==> src/rtl/fetch_ctrl_pkg.sv <==
// rtl/fetch_ctrl_pkg.sv - shared state encoding and branch-op constants for fetch control
package fetch_ctrl_pkg;

  typedef enum logic [2:0] {
    S_IDLE,
    S_FETCH,
    S_DECODE,
    S_EXEC,
    S_HALT,
    S_FAULT
  } state_t;

  localparam logic [2:0] BR_SEQ    = 3'b000;
  localparam logic [2:0] BR_COND   = 3'b001;
  localparam logic [2:0] BR_UNCOND = 3'b010;
  localparam logic [2:0] BR_TARGET = 3'b011;

  // Reserved encodings (1xx) degrade to sequential flow.
  function automatic logic [2:0] br_issue(input logic [2:0] op);
    return op[2] ? BR_SEQ : op;
  endfunction

endpackage

==> src/rtl/fetch_wdog.sv <==
// rtl/fetch_wdog.sv - fetch wait counter, expires after WAIT_MAX-1 unacknowledged cycles
module fetch_wdog #(
  parameter int WAIT_MAX = 8
) (
  input  logic clk,
  input  logic reset,
  input  logic i_clear,
  input  logic i_count,
  output logic o_expire
);

  localparam int W = (WAIT_MAX > 1) ? $clog2(WAIT_MAX) : 1;

  logic [W-1:0] r_cnt;

  always_ff @(posedge clk or negedge reset) begin
    if (!reset) begin
      r_cnt <= '0;
    end else if (i_clear) begin
      r_cnt <= '0;
    end else if (i_count && !o_expire) begin
      r_cnt <= r_cnt + 1'b1;
    end
  end

  assign o_expire = (r_cnt == W'(WAIT_MAX - 1));

endmodule

==> src/rtl/fetch_ctrl.sv <==
// rtl/fetch_ctrl.sv - instruction fetch/decode/execute sequencer with fetch timeout
module fetch_ctrl
  import fetch_ctrl_pkg::*;
#(
  parameter int CNT_W    = 16,
  parameter int WAIT_MAX = 8
) (
  input  logic             clk,
  input  logic             reset,
  input  logic             start,
  input  logic             imem_ack,
  input  logic [2:0]       br_op,
  input  logic             cond,
  input  logic             halt_op,
  output logic             imem_req,
  output logic             ir_load,
  output logic             pc_en,
  output logic [2:0]       branch,
  output logic             jcnd,
  output logic             done,
  output logic             fault,
  output logic [CNT_W-1:0] insn_cnt
);

  state_t           r_state;
  logic [2:0]       r_br_op;
  logic             r_cond;
  logic [CNT_W-1:0] r_insn_cnt;

  logic w_clear;
  logic w_count;
  logic w_expire;

  // Counter sits at zero outside FETCH, so every FETCH entry starts fresh.
  assign w_clear = (r_state != S_FETCH);
  assign w_count = (r_state == S_FETCH) && !imem_ack;

  fetch_wdog #(
    .WAIT_MAX(WAIT_MAX)
  ) u_wdog (
    .clk     (clk),
    .reset   (reset),
    .i_clear (w_clear),
    .i_count (w_count),
    .o_expire(w_expire)
  );

  always_ff @(posedge clk or negedge reset) begin
    if (!reset) begin
      r_state    <= S_IDLE;
      r_br_op    <= BR_SEQ;
      r_cond     <= 1'b0;
      r_insn_cnt <= '0;
    end else begin
      case (r_state)
        S_IDLE: begin
          if (start) begin
            r_state    <= S_FETCH;
            r_insn_cnt <= '0;
          end
        end
        S_FETCH: begin
          // An ack arriving on the expiry cycle still wins over the timeout.
          if (imem_ack) begin
            r_state <= S_DECODE;
          end else if (w_expire) begin
            r_state <= S_FAULT;
          end
        end
        S_DECODE: begin
          r_br_op <= br_op;
          r_cond  <= cond;
          r_state <= halt_op ? S_HALT : S_EXEC;
        end
        S_EXEC: begin
          if (r_insn_cnt != '1) begin
            r_insn_cnt <= r_insn_cnt + 1'b1;
          end
          r_state <= S_FETCH;
        end
        default: begin
          r_state <= r_state;
        end
      endcase
    end
  end

  assign imem_req = (r_state == S_FETCH);
  assign ir_load  = (r_state == S_FETCH) && imem_ack;
  assign pc_en    = (r_state == S_EXEC);
  assign branch   = (r_state == S_EXEC) ? br_issue(r_br_op) : BR_SEQ;
  assign jcnd     = (r_state == S_EXEC) && (r_br_op == BR_COND) && r_cond;
  assign done     = (r_state == S_HALT);
  assign fault    = (r_state == S_FAULT);
  assign insn_cnt = r_insn_cnt;

endmodule

==> config.mk <==
export PLATFORM = sky130hd
export DESIGN_NAME = fetch_ctrl
export DESIGN_NICKNAME = d
export VERILOG_FILES = /design/src/rtl/fetch_ctrl_pkg.sv /design/src/rtl/fetch_wdog.sv /design/src/rtl/fetch_ctrl.sv
export SDC_FILE = /design/constraint.sdc
export NUM_CORES = 1
export LEC_CHECK = 0
export CORE_MARGIN = 3
export CORE_UTILIZATION = 60
export DETAILED_ROUTE_END_ITERATION = 16
export DONT_BUFFER_PORTS = 1
export MAX_ROUTING_LAYER = met4
export PLACE_DENSITY_LB_ADDON = 0.2
export SLEW_MARGIN = 20
export SYNTH_ARGS = -nofsm -noshare
export SYNTH_HDL_FRONTEND = slang
export SYNTH_SLANG_ARGS = --single-unit
==> constraint.sdc <==
create_clock -name clk -period 2.2 [get_ports clk]
set_input_delay 0.11 -clock clk [delete_from_list [all_inputs] [get_ports clk]]
set_output_delay 0.11 -clock clk [all_outputs]
set_load 0.02 [all_outputs]
# Word level (Yosys, flattened, before mapping)

Cells that the tools add are included.

Register bits: 26
Input port bits: 9

$add $sub $neg: 2
Equal/unequal tests: 12
Mux-type cells: 12
Reduce and logical (&&, ||, !) cells: 13

Operator list:

| operator              | count |
|---|---|
| $mux 16               | 2 |
| $pmux 16 s2           | 1 |
| $mux 3                | 6 |
| $add 16x1->16 const B | 1 |
| $ne 16x16->1 const B  | 1 |
| $pmux 3 s4            | 1 |
| $eq 3x3->1 const B    | 3 |
| $eq 3x1->1 const B    | 2 |
| $eq 3x2->1 const B    | 2 |
| $reduce_and 3->1      | 2 |
| $logic_and 1x1->1     | 5 |
| $mux 2                | 2 |
| $reduce_bool 2->1     | 2 |
| $reduce_bool 4->1     | 1 |
| $add 3x1->3 const B   | 1 |
| $logic_not 3->1       | 1 |
| $ne 3x1->1 const B    | 1 |
| $ne 3x2->1 const B    | 1 |
| $logic_not 1->1       | 2 |
| $ne 2x1->1 const B    | 1 |
| $ne 2x2->1 const B    | 1 |

# Logic depth before layout (Yosys ltp)

Gate-level depths: netlist (run 1).

Word-level depth: 5
Mapped depth: 7
Gate-level depth less buffers: 6

# Modules after synthesis

Synthesis (run 1) repeated with hierarchy kept, for this count alone.

Cells, all modules: 170
Area total of the unflattened synthesis: 1614.0 um^2

By module, submodules not included:

| module     | times used | cells an instance | area an instance (um^2) |
|---|---|---|---|
| fetch_ctrl | 1          | 155               | 1430.1 |
| fetch_wdog | 1          | 15                | 183.9 |

# Least setup slack after synthesis (run 1)

No wires, ideal clock.

Path kind: register -> register
From: reg r_insn_cnt[0], in the netlist insn_cnt[0]
To: reg r_insn_cnt[6], in the netlist insn_cnt[6]
Data arrival time: 1.770 ns
Required time: 2.090 ns
Slack: 0.320 ns
Cell stages (with the launch flop): 8
Period minus slack after synthesis: 1.880 ns
Path through: dfrtp_1 -> ha_1 -> nand2_1 -> or3_4 -> o31ai_4 -> buf_4 -> o21ai_1 -> o41ai_1

Cells in the longest elaborated chain, start to end: 3
Elaborated cells on any way between the ends: 6

Ends and longest elaborated chain:

| what                                            | line                               | text |
|---|---|---|
| start, declared                                 | fetch_ctrl.sv:28                   | `logic [CNT_W-1:0] r_insn_cnt;` |
| start signal, assigned                          | fetch_ctrl.sv:77                   | `r_insn_cnt <= r_insn_cnt + 1'b1;` |
| $add 16x1->16 or $ne 16x16->1 (tied branches)   | fetch_ctrl.sv:77, fetch_ctrl.sv:76 |  |
| $mux 16 or $ne 2x1->1 (tied branches)           | n/a                                |  |
| $pmux 16 s2 or $reduce_and 3->1 (tied branches) | n/a                                |  |

Several ways; a longest one is shown, not always the timed one. The select of a mux whose other input is x is not followed.
A chain may end at the register's enable or synchronous reset.

# Final worst setup path (run 1)

From: reg r_state[2]
To: out jcnd

Cells in the longest elaborated chain, start to end: 3

Ends and longest elaborated chain:

| what                           | line             | text |
|---|---|---|
| start, declared                | fetch_ctrl.sv:25 | `state_t r_state;` |
| start signal, assigned         | fetch_ctrl.sv:73 | `r_state <= halt_op ? S_HALT : S_EXEC;` |
| start signal, assigned         | fetch_ctrl.sv:82 | `r_state <= r_state;` |
| $eq 3x2->1                     | fetch_ctrl.sv:92 | `assign jcnd = (r_state == S_EXEC) && (r_br_op == BR_COND) && r_cond;` |
| $logic_and 1x1->1 (2 in a row) | fetch_ctrl.sv:92 |  |
| end, declared                  | fetch_ctrl.sv:19 | `output logic jcnd,` |

No other way between the ends.

==> flow_summary.yaml, run 1 <==
die:
  core_area_mm2: 0.00223
  fp.dieW_um: 54.8
  rows: 17
  start_util: 0.639
  die_area_mm2: 0.00300
  ios: 34
  die_h_um: 54.8
routing:
  first_pass_iters: 5
  avgViaCountPerCell: 6.32
  wl_met3_um: 204
  vias: 1282
  top_layer: "met4"
  wirelength_mm: 3.28
  drc: 0
  wl_per_cell_um: 16.1
  wl_met1_mm: 1.35
  antenna_left: 0
  drt-initial-drc-count: 30
  dr_wl_met2_mm: 1.70
layout:
  antenna_cells: 0
  layout.nets: 188
  layout-area-overhead-vs-synth_pct: 18.8
  utilization: 0.759
  drive_gt1_frac: 0.194
yosys:
  synth_top_family_by_area: "compound AO/OA/AOI/OAI gates"
  synthAdderAreaFrac: 0.0263
  synth_compound_area_frac: 0.230
  synthFlopType: "dfrtp_1"
  avgSynthCellArea_um2: 9.33
  synthCells: 153
  synth-seq-area-share: 0.456
  syn_nets: 165
  netlist_area_mm2: 0.00143
  synthMuxAreaShare: 0.0316
  synthArstFlopShare: 1.00
  synth-simple-area-share: 0.209
  synth_cell_types: 39
  ys_ff_latch: 26
  synth_xor_area_frac: 0.00613
  synth_edf_count: 0
  ys_warn_count: 0
hold_path:
  hold_path_class: "input pin to flip-flop"
sta:
  finalCritPeriodShare: 0.883
  setup_viol: 0
  final-hold-violation-count: 0
  fin_crit_ns: 1.94
  fin_worst_skew_ns: 0.0107
  grt_setup_unrepaired: "no"
  fin_setup_tns_ns: 0
  setup_slack_ns: 0.256
  fmax_ghz: 0.515
  slew_headroom: 0.561
  drv_slew: 0
  tightest_slew_ns: 0.656
clocking:
  clock_path_buffers: 2
  cts_tree: "yes"
  cts_root_buf: "clkbuf_4"
  numCtsBuffers: 3
  clk_pin_slew_ns: 0.15
  cts.sinks: 26
  clock_latency_ns: 0.32
  htreeDepth: 1
global_routing:
  grt_max_degree: 27
  grt_overflow: 0
  grt_pass1_wl_mm: 5.31
  track_usage: 0.252
  grt_antenna_before_repair: 0
  grt_pass1_vias: 1250
power:
  power_frac_comb: 0.033
  p_leak_nw: 0.713
  p_sw_uw: 158
  sw_frac_of_total: 0.189
  vdd_drop_max_mv: 0.548
  powerDensity_mw_per_mm2: 491
  power_frac_seq: 0.574
  power.internal_uw: 675
  clock_power_share: 0.393
place:
  finalWeightedCongestion: 0.849
  port-buffer-count: 0
  detailedPlace.worstSlack_ns: 0.326
  dp_hpwl_mm: 2.35
setup_path:
  crit_required_ns: 2.09
  cp_max_fo: 6
  cp-start-kind: "flip-flop"
  crit_arrival_ns: 1.83
  cp-end-kind: "output port"
  path_class: "flip-flop to output port"
run_status:
  status: "completed"
job:
  max-cap-violations: 0
logic make-up (layout without fill, tap and decap cells):
logic type | count (synthesis) | count (layout)
AO/OA/AOI/OAI | 53 | 53
AND/OR/NAND/NOR | 53 | 53
flip-flops | 26 | 26
buffers and inverters | 12 | 34
multiplexers | 4 | 4
adder cells (fa/ha/maj) | 3 | 3
other | 1 | 1
XOR/XNOR | 1 | 1
power by group through the flow:
stage / logic, mW / clock network (mW) / registers [mW]
2_1_floorplan: 0.00681 / 0 / 0.487
3_3_place_gp: 0.00564 / 0 / 0.487
3_5_place_dp: 0.00578 / 0 / 0.487
4_1_cts: 0.0281 / 0.336 / 0.478
5_1_grt: 0.0310 / 0.353 / 0.478
6_report: 0.0277 / 0.327 / 0.478
synthesized netlist by cell type (2+ instances only):
master | n | area share
dfrtp_1 | 26 | 0.46
nor2_1 | 12 | 0.032
o21ai_1 | 12 | 0.042
nand2_1 | 11 | 0.029
a21oi_1 | 10 | 0.035
o21ai_0 | 10 | 0.035
a31oi_1 | 9 | 0.039
nand3_1 | 7 | 0.025
inv_1 | 5 | 0.013
nand4_1 | 5 | 0.022
mux2_2 | 4 | 0.032
nor3b_1 | 4 | 0.021
clkbuf_1 | 3 | 0.0079
ha_1 | 3 | 0.026
a21o_1 | 2 | 0.011
and2_1 | 2 | 0.0088
and4_1 | 2 | 0.012
buf_4 | 2 | 0.011
nor3_2 | 2 | 0.014
o31ai_1 | 2 | 0.011
o41ai_1 | 2 | 0.012
layer usage:
layer | up-vias | global-route usage
met5 | - | -
met4 | 0 | 0.108
met3 | 2 | 0.0327
met2 | 47 | 0.439
met1 | 624 | 0.286
li1 | 609 | -
layout make-up:
class                   instances  area [µm²]
multi-input cells             115         722
flip-flops and latches         26         652
inverters                       5        18.8
fillers                       168         538
clock inverters                 1        30.0
clock buffers                   3        22.5
well taps                      28        35.0
repair buffers                 25         215
through the flow:
stage               instances  hold WS, ns  area [µm²]  power [mW]
floorplan                 153       -0.186        1430       0.494
global placement          192       -0.185        1560       0.493
detailed placement        192       -0.185        1560       0.493
CTS                       203      0.00696        1690       0.842
global route              203      0.00937        1700       0.862
finish                    203       0.0170        1700       0.833
final timing paths:
check                      slack [ns]  cells past startpoint        start            to
max                              0.26                      4   r_state[2]          jcnd
min                              0.02                      2      halt_op    r_state[0]
min reg2reg                      0.52                      1       r_cond        r_cond
max in group asynchronous        1.84                      2        reset   insn_cnt[5]
min in group asynchronous        0.20                      2        reset  insn_cnt[11]
max reg2reg                      0.27                      5  insn_cnt[2]  insn_cnt[14]
worst max-delay path, cell delays in order (launching register included):
cell and delay [ns]:
dfrtp_1 0.46, inv_1 0.16, nand3_1 0.23, nor3b_1 0.33
and3b_1 0.32
cells in the final DEF, fill, tap and decap left out, drive strengths merged, types with 3 or more instances in the layout:
| cell type | instances |
|---|---|
| clkbuf | 3 |
| dfrtp | 26 |
| nand2 | 11 |
| nor2 | 12 |
| mux2 | 4 |
| a21oi | 11 |
| nand3 | 7 |
| nor3b | 4 |
| buf | 19 |
| nand4 | 6 |
| o31ai | 3 |
| nor3 | 3 |
| a31oi | 9 |
| inv | 5 |
| o21ai | 22 |
| dlygate4sd3 | 6 |
| ha | 3 |
flip-flops by register name (all words and copies together) (netlist names):
name	flops
r_br_op	3
r_state	3
r_cond	1
u_wdog.r_cnt	3
insn_cnt	16
timing repair:
item	CTS	global route
hold buffers	7	0
setup buffers	0	0
setup endpoints to repair	0	1
resized for setup	0	1
hold endpoints to repair	33	0
No activity file was read; power rests on OpenSTA's default activity.
==> inputs of run 2 (changes only) <==
RECOVER_POWER = 50   (was default)
SKIP_LAST_GASP = 1   (was default)
==> run 2 against run 1 <==
Die area unchanged. Total power is 0.15% lower. Critical path depth is 2 higher. Combinational power down 14%. Cell area is 2.7% lower. Via count hardly changed. Register-to-register slack got worse by 0.03 ns. Clock power about the same. Hold slack lost 0.0021 ns.
==> flow_summary.yaml, run 2 (synthesis gave the netlist of run 1 again) <==
run_status:
  status: "completed"
clocking:
  cts.sinks: 26
  clock_latency_ns: 0.32
  htreeDepth: 1
  cts_tree: "yes"
  clock_path_buffers: 2
  cts_root_buf: "clkbuf_4"
  cts_setup_buffers: 0
  clk_pin_slew_ns: 0.15
  numCtsBuffers: 3
global_routing:
  grt_overflow: 0
  grt_max_degree: 27
  grt_pass1_wl_mm: 5.31
  grt_pass1_vias: 1250
  track_usage: 0.252
  grt_antenna_before_repair: 0
place:
  dp_hpwl_mm: 2.35
  finalWeightedCongestion: 0.849
  detailedPlace.worstSlack_ns: 0.326
  port-buffer-count: 0
die:
  fp.dieW_um: 54.8
  die_h_um: 54.8
  rows: 17
  ios: 34
  core_area_mm2: 0.00223
  die_area_mm2: 0.00300
  start_util: 0.639
setup_path:
  path_class: "flip-flop to flip-flop"
  cp-end-kind: "flip-flop"
  cp.depth: 6
  rr_endpoint: "insn_cnt[15]"
  path_buf_inv: 1
  reg2reg_from: "insn_cnt[0]"
  crit_required_ns: 2.47
  reg2reg_slack_ns: 0.24
  crit_arrival_ns: 2.23
  cp-start-kind: "flip-flop"
  worstSetupStartpoint: "insn_cnt[0]"
  cp_slowest_cell: "dfrtp_1"
  crit_chain: "clkbuf_1 -> nand3_1 -> nor3_2 -> nand4_1 -> or3_1 -> o21ai_1"
  slowest_delay_ns: 0.38
  worst_r2r_path_depth: 6
  crit_family: "simple AND/OR/NAND/NOR gates"
  cp_max_fo: 7
  endpoint: "insn_cnt[15]"
sta:
  slew_headroom: 0.0780
  fin_worst_skew_ns: 0.00929
  setup_viol: 0
  final-hold-violation-count: 0
  fin_setup_tns_ns: 0
  tightest_slew_ns: 1.38
  whs_ns: 0.0149
  setup_slack_ns: 0.236
  grt_setup_unrepaired: "no"
  finalCritPeriodShare: 0.893
  drv_slew: 0
  fin_crit_ns: 1.96
  fmax_ghz: 0.509
routing:
  antenna_left: 0
  drt-initial-drc-count: 36
  first_pass_iters: 5
  wirelength_mm: 3.26
  vias: 1281
  drc: 0
  wl_per_cell_um: 16.1
  avgViaCountPerCell: 6.31
layout:
  layout_common_cells: "dfrtp_1 (25), o21ai_1 (12), nor2_1 (12)"
  largest_reg_flops: 16
  drive_gt1_frac: 0.143
  mostFrequentLayoutCell: "dfrtp_1"
  antenna_cells: 0
  seqCellArea_um2: 652
  layout-area-overhead-vs-synth_pct: 15.5
  multiInputGateArea_um2: 722
  fillers: 176
  layout.nets: 188
power:
  vdd_drop_max_mv: 0.550
  p_leak_nw: 0.679
  total_power_uw: 831
  powerDensity_mw_per_mm2: 504
job:
  max-cap-violations: 0
hold_path:
  hold_path_class: "input pin to flip-flop"
## run 2: power breakdown
group          internal [mW]        switching (mW)
clock                  0.184                 0.145
combinational        0.00965                0.0143
sequential             0.478  0.000000000000000548
total                  0.672                 0.160
## run 2: cell type report
| type | instances | share of cell area |
|---|---|---|
| Inverter | 5 | 0.0114 |
| Timing Repair Buffer | 25 | 0.102 |
| Clock buffer | 3 | 0.0137 |
| Tap cell | 28 | 0.0212 |
| Multi-Input combinational cell | 115 | 0.438 |
| Clock inverter | 1 | 0.0182 |
| Sequential cell | 26 | 0.395 |
## run 2: routing by layer
| metal | part of all wire | GRT usage | vias to the layer above |
|---|---|---|---|
| met5 | 0 | - | - |
| met3 | 0.069 | 0.0327 | 2 |
| met4 | 0.0055 | 0.108 | 0 |
| li1 | - | - | 609 |
| met1 | 0.41 | 0.286 | 615 |
| met2 | 0.51 | 0.439 | 55 |
## run 2: stage by stage
step	cell area, µm²	instances	util
CTS	1690	203	0.759
global placement	1560	192	0.699
global route	1650	203	0.738
finish	1650	203	0.738
floorplan	1430	153	-
detailed placement	1560	192	0.699
## run 2: how the worst min path moves through the flow
stage | startpoint | to | slack, ns | cells after the start
2_1_floorplan | reset | insn_cnt[0] | -0.19 | 0
3_3_place_gp | reset | insn_cnt[4] | -0.19 | 0
3_5_place_dp | reset | insn_cnt[4] | -0.18 | 0
4_1_cts | halt_op | r_state[0] | 0.007 | 2
5_1_grt | halt_op | r_state[0] | 0.009 | 2
6_report | halt_op | r_state[0] | 0.01 | 2
## run 2: timing repair
action | 4_1_cts | 5_1_grt
gates resized for setup | 0 | 1
endpoints found under the hold margin | 33 | 0
endpoints found under the setup margin | 0 | 1
hold buffers | 7 | 0
==> inputs of run 3 (changes only) <==
CORE_UTILIZATION = 55   (was 60)
==> run 3 against run 2 <==
Final cell count rose by 0.49%. Hold slack got worse by 0.0018 ns. Cell area fell by 0.38%. Register-to-register slack got worse by 0.02 ns. Worst setup slack got worse by 0.042 ns. Utilization fell by 3.6 points. Die area rose by 8.1%. Flip-flop and latch count did not move. Clock skew fell by 0.0068 ns. Total power fell by 15%. Count of clock-buffer cells in the layout did not move. Critical path depth fell by 2.
==> flow_summary.yaml, run 3 (synthesis gave the netlist of run 1 again) <==
die:
  start_util: 0.610
  die_h_um: 56.9
  ios: 34
  fp.dieW_um: 56.9
  rows: 17
  core_area_mm2: 0.00234
  die_area_mm2: 0.00324
layout:
  layout_common_cells: "dfrtp_1 (26), buf_4 (13), o21ai_1 (12), nor2_1 (12), nand2_1 (11)"
  final_area_mm2: 0.00164
  seqCellArea_um2: 651
  layoutNonFillerInstCount: 204
  layout-area-overhead-vs-synth_pct: 15.1
  drive_gt1_frac: 0.148
  layout.nets: 190
  multiInputGateArea_um2: 722
  largest_reg_flops: 16
  fillers: 192
  mostFrequentLayoutCell: "dfrtp_1"
  antenna_cells: 0
  utilization: 0.702
power:
  clock_power_share: 0.287
  sw_frac_of_total: 0.216
  p_sw_uw: 152
  power_frac_seq: 0.679
  vdd_drop_max_mv: 0.459
  powerDensity_mw_per_mm2: 428
  power.internal_uw: 552
  power_frac_comb: 0.034
  p_leak_nw: 0.680
  total_power_uw: 704
job:
  max-cap-violations: 0
setup_path:
  path_buf_inv: 1
  cp-start-kind: "flip-flop"
  cp_max_fo: 6
  crit_chain: "inv_1 -> nand3_1 -> nor3b_1 -> and3b_1"
  cp_slowest_cell: "dfrtp_1"
  path_class: "flip-flop to output port"
  crit_family: "simple AND/OR/NAND/NOR gates"
  cp-end-kind: "output port"
  crit_required_ns: 2.09
  slowest_delay_ns: 0.46
  crit_arrival_ns: 1.90
sta:
  setup_viol: 0
  slew_headroom: 0.0774
  whs_ns: 0.0130
  fin_worst_skew_ns: 0.00250
  setup_slack_ns: 0.193
  grt_setup_unrepaired: "yes"
  fin_crit_ns: 2.01
  finalCritPeriodShare: 0.912
  final-hold-violation-count: 0
  tightest_slew_ns: 1.38
  drv_slew: 0
  fin_setup_tns_ns: 0
  fmax_ghz: 0.498
clocking:
  clk_pin_slew_ns: 0.13
  numCtsBuffers: 3
  clock_path_buffers: 2
  cts_tree: "yes"
  cts_root_buf: "clkbuf_4"
  cts.sinks: 26
  htreeDepth: 1
  cts_setup_buffers: 0
  cts-resized-gates: 0
  clock_latency_ns: 0.32
global_routing:
  grt_overflow: 0
  grt_antenna_before_repair: 0
  track_usage: 0.211
  grt_pass1_vias: 1221
  grt_max_degree: 27
  grt_pass1_wl_mm: 5.40
run_status:
  status: "completed"
place:
  finalWeightedCongestion: 0.858
  detailedPlace.worstSlack_ns: 0.244
  port-buffer-count: 0
  dp_hpwl_mm: 2.23
  placed_area_mm2: 0.00157
  placed_cells: 193
routing:
  avgViaCountPerCell: 6.23
  wirelength_mm: 3.08
  first_pass_iters: 4
  vias: 1271
  antenna_left: 0
  drc: 0
  drt-initial-drc-count: 47
  wl_per_cell_um: 15.1
hold_path:
  hold_path_class: "input pin to flip-flop"
==> run 3: power groups by stage <==
stage               logic, mW  registers (mW)  clock network, mW
detailed placement    0.00582           0.487                  0
global route           0.0273           0.478              0.223
CTS                    0.0282           0.478              0.206
floorplan             0.00681           0.487                  0
finish                 0.0239           0.478              0.202
global placement      0.00568           0.487                  0
==> run 3: routing by layer <==
metal | share of wire | wire length [µm] | GRT usage | vias up
met5 | 0 | 0 | - | -
met4 | 0.016 | 49 | 0.0795 | 0
met3 | 0.058 | 180 | 0.0385 | 5
met2 | 0.52 | 1590 | 0.356 | 44
met1 | 0.41 | 1260 | 0.249 | 611
li1 | - | - | - | 611
==> run 3: repair_timing <==
action,CTS,global route
setup endpoints to repair,0,1
hold buffers,8,0
hold endpoints to repair,33,0
==> run 3: final cells by class <==
| type | instances | share of cell area |
|---|---|---|
| sequential | 26 | 0.396 |
| multi-input combinational | 115 | 0.439 |
| clock buffer | 3 | 0.0137 |
| inverter | 5 | 0.0114 |
| tap | 28 | 0.0213 |
| timing repair buffer | 27 | 0.118 |
==> run 3: path summary, 6_finish.rpt <==
kind                        startpoint         endpoint  slack, ns  cells after the start
max                         r_state[2]             jcnd       0.19                      4
min                           imem_ack  u_wdog.r_cnt[2]       0.01                      2
max reg2reg                insn_cnt[8]     insn_cnt[14]       0.22                      5
min reg2reg                 r_br_op[0]       r_br_op[0]       0.52                      1
max in group asynchronous        reset      insn_cnt[3]       0.77                      2
min in group asynchronous        reset     insn_cnt[14]       0.63                      2
==> run 3: worst register-to-register path: stages, from the launching register on <==
cell and delay [ns]:
dfrtp_1 0.53, nand2_1 0.17, or3_4 0.45, o31ai_4 0.51
o21ai_0 0.17, o21ai_0 0.09
